[config.mk]
export PLATFORM = sky130hd
export DESIGN_NAME = time_counter
export DESIGN_NICKNAME = d
export VERILOG_FILES = /design/src/rtl/time_counter_pkg.sv /design/src/rtl/bcd_counter.sv /design/src/rtl/time_counter.sv
export SDC_FILE = /design/constraint.sdc
export NUM_CORES = 1
export LEC_CHECK = 0
export ABC_AREA = 1
export BUFFER_PORTS_ARGS = -buffer_cell sky130_fd_sc_hd__buf_2
export CAP_MARGIN = 40
export CORE_MARGIN = 2
export CORE_UTILIZATION = 53
export DETAILED_ROUTE_END_ITERATION = 10
export GPL_ROUTABILITY_DRIVEN = 0
export PLACE_DENSITY = 0.77
export RECOVER_POWER = 25
export SYNTH_ARGS = -nofsm -noshare
export SYNTH_HDL_FRONTEND = slang
export SYNTH_SLANG_ARGS = --single-unit
[constraint.sdc]
create_clock -name clk -period 1.9 [get_ports clk]
set_clock_uncertainty 0.2 [all_clocks]
set_input_delay 0.19 -clock clk [delete_from_list [all_inputs] [get_ports clk]]
set_output_delay 0.19 -clock clk [all_outputs]
set_load 0.1 [all_outputs]
[src/rtl/time_counter_pkg.sv]
// Shared definitions for the time_counter block: mode encoding, BCD field
// limits and the per-mode blink masks.
package time_counter_pkg;

    typedef enum logic [1:0] {
        MODE_RUN      = 2'd0,
        MODE_SET_HOUR = 2'd1,
        MODE_SET_MIN  = 2'd2,
        MODE_SET_SEC  = 2'd3
    } mode_t;

    // Two-digit BCD limits, written as {tens, ones}.
    localparam logic [7:0] BCD_MAX_59 = 8'h59;
    localparam logic [7:0] BCD_MAX_23 = 8'h23;
    localparam logic [7:0] BCD_MAX_12 = 8'h12;
    localparam logic [7:0] BCD_ZERO   = 8'h00;
    localparam logic [7:0] BCD_ONE    = 8'h01;
    localparam logic [7:0] BCD_ELEVEN = 8'h11;

    // Blink masks; bit 5 = hour_tens ... bit 0 = sec_ones.
    localparam logic [5:0] FLASH_RUN  = 6'b000000;
    localparam logic [5:0] FLASH_HOUR = 6'b110000;
    localparam logic [5:0] FLASH_MIN  = 6'b001100;
    localparam logic [5:0] FLASH_SEC  = 6'b000011;

    function automatic logic [5:0] flash_for(input mode_t m);
        case (m)
            MODE_SET_HOUR: flash_for = FLASH_HOUR;
            MODE_SET_MIN:  flash_for = FLASH_MIN;
            MODE_SET_SEC:  flash_for = FLASH_SEC;
            default:       flash_for = FLASH_RUN;
        endcase
    endfunction

endpackage

[src/rtl/bcd_counter.sv]
// Two-digit BCD field counter. Counts MIN..MAX and wraps MAX -> MIN.
// carry is a combinational pulse: inc while the field sits at MAX.
// clear reloads the reset value synchronously.
module bcd_counter #(
    parameter logic [7:0] MAX     = 8'h59,
    parameter logic [7:0] MIN     = 8'h00,
    parameter logic [7:0] RST_VAL = 8'h00
) (
    input  logic       clk,
    input  logic       rst,
    input  logic       inc,
    input  logic       clear,
    output logic [3:0] tens,
    output logic [3:0] ones,
    output logic       carry
);

    logic at_max;

    assign at_max = ({tens, ones} == MAX);
    assign carry  = inc & at_max;

    // Field register: wrap at the limit, otherwise BCD ripple from ones to tens.
    always_ff @(posedge clk or negedge rst) begin
        if (!rst) begin
            tens <= RST_VAL[7:4];
            ones <= RST_VAL[3:0];
        end else if (clear) begin
            tens <= RST_VAL[7:4];
            ones <= RST_VAL[3:0];
        end else if (inc) begin
            if (at_max) begin
                tens <= MIN[7:4];
                ones <= MIN[3:0];
            end else if (ones == 4'd9) begin
                ones <= 4'd0;
                tens <= tens + 4'd1;
            end else begin
                ones <= ones + 4'd1;
            end
        end
    end

endmodule

[src/rtl/time_counter.sv]
// time_counter: 1 Hz prescaler, HH:MM:SS in BCD and a set-mode FSM.
// Optional feature: define TIME_COUNTER_12H_EN for a 12-hour clock with pm flag;
// default build is a 24-hour clock with pm tied low.
// Key strobes are single-cycle pulses; key_mode takes priority over key_inc.
module time_counter
    import time_counter_pkg::*;
#(
    parameter int CLK_FREQ = 50_000_000
) (
    input  logic       clk,
    input  logic       rst,
    input  logic       key_mode,
    input  logic       key_inc,
    output logic [3:0] hour_tens,
    output logic [3:0] hour_ones,
    output logic [3:0] min_tens,
    output logic [3:0] min_ones,
    output logic [3:0] sec_tens,
    output logic [3:0] sec_ones,
    output logic [5:0] flash_sel,
    output logic       sec_tick,
    output logic       pm,
    output mode_t      mode_dbg
);

    localparam int PW = (CLK_FREQ > 1) ? $clog2(CLK_FREQ) : 1;
    localparam logic [PW-1:0] PRESC_TC = PW'(CLK_FREQ - 1);

`ifdef TIME_COUNTER_12H_EN
    localparam logic [7:0] HOUR_MAX = BCD_MAX_12;
    localparam logic [7:0] HOUR_MIN = BCD_ONE;
    localparam logic [7:0] HOUR_RST = BCD_MAX_12;
`else
    localparam logic [7:0] HOUR_MAX = BCD_MAX_23;
    localparam logic [7:0] HOUR_MIN = BCD_ZERO;
    localparam logic [7:0] HOUR_RST = BCD_ZERO;
`endif

    mode_t         mode, mode_next;
    logic [PW-1:0] presc;
    logic          tc;
    logic          inc_ok;
    logic          sec_inc, min_inc, hour_inc;
    logic          sec_carry, min_carry, hour_carry;

    assign tc     = (mode == MODE_RUN) && (presc == PRESC_TC);
    assign inc_ok = key_inc & ~key_mode;

    // Ticks ripple only in RUN; in SET modes tc is low so no carry leaks.
    assign sec_inc  = tc | (inc_ok && mode == MODE_SET_SEC);
    assign min_inc  = (tc & sec_carry) | (inc_ok && mode == MODE_SET_MIN);
    assign hour_inc = (tc & sec_carry & min_carry) | (inc_ok && mode == MODE_SET_HOUR);

    // Mode state register.
    always_ff @(posedge clk or negedge rst) begin
        if (!rst) mode <= MODE_RUN;
        else      mode <= mode_next;
    end

    // Mode next-state and blink mask.
    always_comb begin
        mode_next = mode;
        flash_sel = flash_for(mode);
        if (key_mode) begin
            case (mode)
                MODE_RUN:      mode_next = MODE_SET_HOUR;
                MODE_SET_HOUR: mode_next = MODE_SET_MIN;
                MODE_SET_MIN:  mode_next = MODE_SET_SEC;
                default:       mode_next = MODE_RUN;
            endcase
        end
    end

    assign mode_dbg = mode;

    // Prescaler: counts only in RUN, held at 0 while setting so RUN restarts a full second.
    always_ff @(posedge clk or negedge rst) begin
        if (!rst)                  presc <= '0;
        else if (mode != MODE_RUN) presc <= '0;
        else if (tc)               presc <= '0;
        else                       presc <= presc + PW'(1);
    end

    // One-cycle pulse aligned with the freshly updated digits.
    always_ff @(posedge clk or negedge rst) begin
        if (!rst) sec_tick <= 1'b0;
        else      sec_tick <= tc;
    end

    bcd_counter #(.MAX(BCD_MAX_59), .MIN(BCD_ZERO), .RST_VAL(BCD_ZERO)) u_sec (
        .clk   (clk),
        .rst   (rst),
        .inc   (sec_inc),
        .clear (1'b0),
        .tens  (sec_tens),
        .ones  (sec_ones),
        .carry (sec_carry)
    );

    bcd_counter #(.MAX(BCD_MAX_59), .MIN(BCD_ZERO), .RST_VAL(BCD_ZERO)) u_min (
        .clk   (clk),
        .rst   (rst),
        .inc   (min_inc),
        .clear (1'b0),
        .tens  (min_tens),
        .ones  (min_ones),
        .carry (min_carry)
    );

    bcd_counter #(.MAX(HOUR_MAX), .MIN(HOUR_MIN), .RST_VAL(HOUR_RST)) u_hour (
        .clk   (clk),
        .rst   (rst),
        .inc   (hour_inc),
        .clear (1'b0),
        .tens  (hour_tens),
        .ones  (hour_ones),
        .carry (hour_carry)
    );

`ifdef TIME_COUNTER_12H_EN
    logic hour_run_inc;
    assign hour_run_inc = tc & sec_carry & min_carry;

    // pm flips only when running time crosses 11:59:59 -> 12:00:00.
    always_ff @(posedge clk or negedge rst) begin
        if (!rst)
            pm <= 1'b0;
        else if (hour_run_inc && {hour_tens, hour_ones} == BCD_ELEVEN)
            pm <= ~pm;
    end
`else
    assign pm = 1'b0;
`endif

    // The hour field has nothing to carry into.
    logic unused_carry;
    assign unused_carry = hour_carry;

endmodule

# Word-level counts from Yosys, hierarchy flattened
# Index checks and enable logic that the tools add are counted.
# word_totals
latch_bits	0
regBits	53
ramBits	0
n_memories	0
input_bits	4
wordCells	63
mem_bits_ro	0
output_inout_bits	34
# classes
addsub	7
magnitude_cmp	0
n_div	0
mux	16
n_reduce_logical	12
bitwise	9
mul	0
shifts	0
n_eq_ne	10
# ops
operator	n
$mux 26	2
$mux 4	12
$add 26x1->26 const B	1
$eq 26x26->1 const B	1
$add 4x1->4 const B	6
$pmux 6 s3	1
$eq 8x7->1 const B	2
$eq 4x4->1 const B	3
$eq 8x6->1 const B	1
$reduce_bool 2->1	4
$pmux 2 s3	1
$reduce_and 2->1	3
$and 1x1->1	5
$eq 2x2->1 const B	2
$logic_and 1x1->1	4
$or 1x1->1	3
$eq 2x1->1 const B	1
$logic_not 2->1	1
$not 1->1	1

# Longest topological paths before layout
# logic_depth
depth_word	11
ltp_mapped	12
ltp_nobuf	11

# Cells and area by module
# A second synthesis with hierarchy kept.
# hier_totals
cells_unflattened	413
area_unflattened_um2	3219.3
# by_module_without_submodules
mod	seq_area_each_um2	area_each_um2	n_inst	cells_each
time_counter	725.7	1799.2	1	239
bcd_counter at u_min ...	200.2	447.9	2	53
bcd_counter at u_hour	200.2	524.3	1	68

# Worst setup path after synthesis
# OpenSTA, ideal clock, no wires.
# synth_timing
path_kind	reg-to-reg
startpoint	reg mode[1], in the netlist mode_dbg[1]
endpoint	reg u_sec.tens[0]
t_arrival_ps	2561
path_buffers	0
path_stages_with_launch	7
setup_ps	161
required_time_ps	1539
slack_ps	-1021
period_less_slack_ps	2921
cell_sequence	dfrtp_1 ha_1 nand3_1 nand2_4 nand2_2 nand2_1 o21ai_1
# synth_via
elab_chain_cells	4
elab_cells_between_ends	6
cone_classes	eq/ne (1); bitwise (1); reduce/logical (4)
# synth_rtl
item	line_no	source
start, declared	time_counter.sv:39	mode_t mode, mode_next;
start signal, assigned	time_counter.sv:57	else mode <= mode_next;
$eq 2x2->1 / $logic_not 2->1 (equally long branches)	time_counter.sv:50, time_counter.sv:46	
$logic_and 1x1->1, on equally long branches	time_counter.sv:50, time_counter.sv:46	
$or 1x1->1 *	time_counter.sv:50	assign sec_inc = tc | (inc_ok && mode == MODE_SET_SEC);
$reduce_and 2->1 (no line) *	--	
end signal, assigned	bcd_counter.sv:29	tens <= RST_VAL[7:4];
end signal, assigned	bcd_counter.sv:33	tens <= MIN[7:4];
end signal, assigned	bcd_counter.sv:37	tens <= tens + 4'd1;
end, declared	bcd_counter.sv:13	output logic [3:0] tens,
# Mark *: on every way between the ends. The rest lies on a longest branch, timed or not.
# A chain may end at the register's enable or synchronous reset.

# Final worst setup path
# layout_timing
startpoint	reg mode[0], in the netlist mode_dbg[0]
endpoint	out flash_sel[1]
# layout_via
elab_chain_cells	2
elab_cells_between_ends	4
cone_classes	eq/ne (3); mux (1)
# layout_rtl
item	line_no	source
$eq 2x2->1 / $eq 2x1->1 (equally long branches)	time_counter_pkg.sv:27	case (m)
$pmux 6 s3 *	time_counter_pkg.sv:27	
end, declared	time_counter.sv:20	output logic [5:0] flash_sel,
# Marked as above.

==> results.toml <==
[die]
die_h_um = 80.70
core-area_mm2 = 0.005608
die_x_um = 80.70
initial_utilization = 0.5560
num_rows = 27
die-area_mm2 = 0.006512
pin_count = 38

[cells_and_area]
stdcell_area_mm2 = 0.003904
area.sequential_mm2 = 0.001369
final_common_cell = "nand2_1"
fin_nets = 472
nFillCells = 439
fin_util = 0.6961
diodes = 0
drive_gt1_frac = 0.3282
finalNonFillerCells = 523
mostFrequentLayoutCells = "nand2_1, nor2_1, inv_1, buf_2, dfrtp_1"
multi_input_area_mm2 = 0.001703
syn_to_final_growth_pct = 25.20

[pwr]
pwr-share-clk = 0.131
power_leakage_nw = 1.911
pwr-share-comb = 0.556
ir_drop_v = 0.001157
swShare = 0.5198
seqPwrFrac = 0.313
power.total_mw = 4.692
p_switching_mw = 2.439
powerDensity_mw_per_mm2 = 1202
p_int_mw = 2.253

[outcome]
outcome = "finished clean"

[worst_setup_path]
r2r_setup_slack_ps = 80
worst-path-buf-inv = 2
worstReg2RegEnd = "u_hour.tens[2]$_DFFE_PN0P_"
cp-end-kind = "primary output"
r2r-start = "u_min.ones[1]$_DFFE_PN0P_"
cp-start-kind = "flop"
critical_path_class = "flop to primary output"
critPathTopFamily = "buffers and inverters"
arrival_ps = 1470
cp_max_fo = 4
critical-path-max-stage-delay_ps = 430
cp_slowest_cell = "dfrtp_4"
rr_worst_depth = 9
path_cells = "buf_4 -> ha_4 -> buf_2"
worstPathRequired_ps = 1510

[synth]
yosys-top-cells-area = "dfrtp_1, nand2_1, ha_1, nor2_1, inv_1"
ys_warn_count = 0
ys_ff_latch = 53
synth_cell_types = 31
synth_top_area_cell = "dfrtp_1"
synth.avg_cell_area_um2 = 8.057
synth_top_area_frac = 0.4254
syn-num-nets = 409
syn-cell-area_mm2 = 0.003118
synthCells = 387
ys_seq_area_frac = 0.4254

[global_route]
grt_pass1_vias = 2554
overflow = 0
grt_antenna_before_repair = 0
grt_first_pass_wirelength_mm = 11.41
grt_start_max_net_pins = 23
grtUsageTotal = 0.2269

[cts]
root_buffer = "clkbuf_8"
cts_tree = "done"
clk_latency_ps = 310
h-tree-depth = 2
cts.path.max_buffers = 2
path_clk_slew_ps = 90
cts_buffers = 5
clock-sinks = 53

[route]
routed_wl_mm = 6.826
wl_per_cell_um = 13.05
post-route-drc-count = 0
ant_nets = 0
num_vias = 2642
routed_via_density = 5.052
first_pass_iters = 4
dr.first_iter.drc_count = 138

[sta]
drv_slew = 0
max_freq_mhz = 537.9
maxSlewHeadroom = 0.6553
hold_viol = 0
tightest_slew_ps = 517.0
post-route-min-period_ps = 1859
finalCritPeriodShare = 0.9785
setup-violations-final = 0
rsz0062_at_grt = "true"

[min_path]
hold_path.class = "primary input to flop"
hold_depth = 4
holdPathEnd = "u_min.ones[3]$_DFFE_PN0P_"
hold_path_startpoint = "key_inc"

[flow_run]
maxCapViolCount = 0

[placement]
placed_cells = 506
dp_hpwl_mm = 5.074
portBuffers = 36
placed_area_mm2 = 0.003687
==> cell usage after synthesis <==
| master | n |
|---|---|
| a211oi_1 | 1 |
| a21oi_1 | 4 |
| buf_4 | 5 |
| buf_6 | 1 |
| conb_1 | 1 |
| dfrtp_1 | 53 |
| ha_1 | 18 |
| inv_1 | 50 |
| inv_2 | 2 |
| mux2i_1 | 1 |
| nand2_1 | 79 |
| nand2_2 | 9 |
| nand2_4 | 2 |
| nand3_1 | 31 |
| nand3_2 | 2 |
| nand3b_1 | 1 |
| nand4_1 | 6 |
| nor2_1 | 51 |
| nor2_2 | 3 |
| nor2_4 | 3 |
| nor3_1 | 13 |
| nor3_2 | 1 |
| nor3b_1 | 1 |
| o21ai_0 | 11 |
| o21ai_1 | 7 |
| o21ai_2 | 5 |
| o22ai_1 | 1 |
| o31ai_4 | 1 |
| or2_2 | 5 |
| xnor2_1 | 2 |
| xor2_1 | 17 |
==> worst max-delay path by stage <==
stage,startpoint,endpoint,slack (ps),cells after the start
4_1_cts,mode_dbg[0]$_DFFE_PN0P_,u_hour.tens[1]$_DFFE_PN0P_,9,11
3_3_place_gp,mode_dbg[1]$_DFFE_PN0P_,u_hour.tens[2]$_DFFE_PN0P_,70,11
5_1_grt,presc[0]$_DFF_PN0_,presc[18]$_DFF_PN0_,-60,9
3_5_place_dp,mode_dbg[1]$_DFFE_PN0P_,u_hour.tens[2]$_DFFE_PN0P_,-20,11
2_1_floorplan,mode_dbg[1]$_DFFE_PN0P_,presc[15]$_DFF_PN0_,-150,12
6_report,mode_dbg[0]$_DFFE_PN0P_,flash_sel[1],40,3
==> power by group through the flow <==
stage	sequential (mW)	combinational [mW]	clock, mW
after floorplan	2.32	1.13	0
after global placement	1.47	2.48	0
after detailed placement	1.49	2.52	0
after CTS	1.47	2.54	0.627
after global routing	1.49	2.78	0.662
final	1.47	2.61	0.615
==> worst reg2reg max path: cells and delay by family, from the launching register on <==
kind	cells	cell delay, ps
and+or+nand+nor	6	760
buffers and inverters	2	220
adders and majority gates	1	140
DFF	1	430
==> through the flow <==
step	TNS (ps)	hold WS (ps)	worst slack, ps
floorplan	-3138	-305.6	-147.6
global placement	0	-14.98	66.41
detailed placement	-52.73	-11.37	-24.21
CTS	0	155.0	9.406
global route	-275.2	179.8	-63.05
finish	0	162.7	40.92
==> sequential cells by signal (all words and copies together) (netlist names) <==
name / flops
u_hour.ones: 4
presc: 26
u_min.tens: 4
u_sec.ones: 4
u_sec.tens: 4
u_hour.tens: 4
u_min.ones: 4
mode_dbg: 2
sec_tick: 1
==> final cells by class <==
| cell class | count | area share |
|---|---|---|
| Tap cell | 72 | 0.02308 |
| Inverter | 52 | 0.05256 |
| Timing Repair Buffer | 62 | 0.1170 |
| Clock buffer | 8 | 0.02051 |
| Sequential cell | 53 | 0.3506 |
| Multi-Input combinational cell | 276 | 0.4362 |
==> per-layer routing <==
metal / vias to the layer above / GRT usage / routed length [µm] / part of all wire
li1: 1345 / - / - / -
met1: 1236 / 0.2816 / 3028 / 0.44
met2: 51 / 0.4008 / 3455 / 0.51
met3: 10 / 0.03371 / 236 / 0.035
met4: 0 / 0.08305 / 105 / 0.015
met5: - / 0 / 0 / 0
==> timing repair <==
| item | CTS | global route |
|---|---|---|
| pin swaps | 4 | 11 |
| hold endpoints to repair | 21 | 0 |
| setup buffers | 2 | 5 |
| endpoints found under the setup margin | 12 | 39 |
| gates resized for setup | 2 | 15 |
| hold buffers | 2 | 0 |
==> kinds of logic after synthesis <==
group                      share of synthesized area
and+or+nand+nor                               0.3058
buffers and inverters                        0.07825
DFF                                           0.4254
AOI/OAI and AO/OA                            0.06059
xor gates and xnor gates                     0.05337
adders and majority gates                    0.07223
other                                       0.001203
muxes                                       0.003210
(Power assumes the default switching activity.)
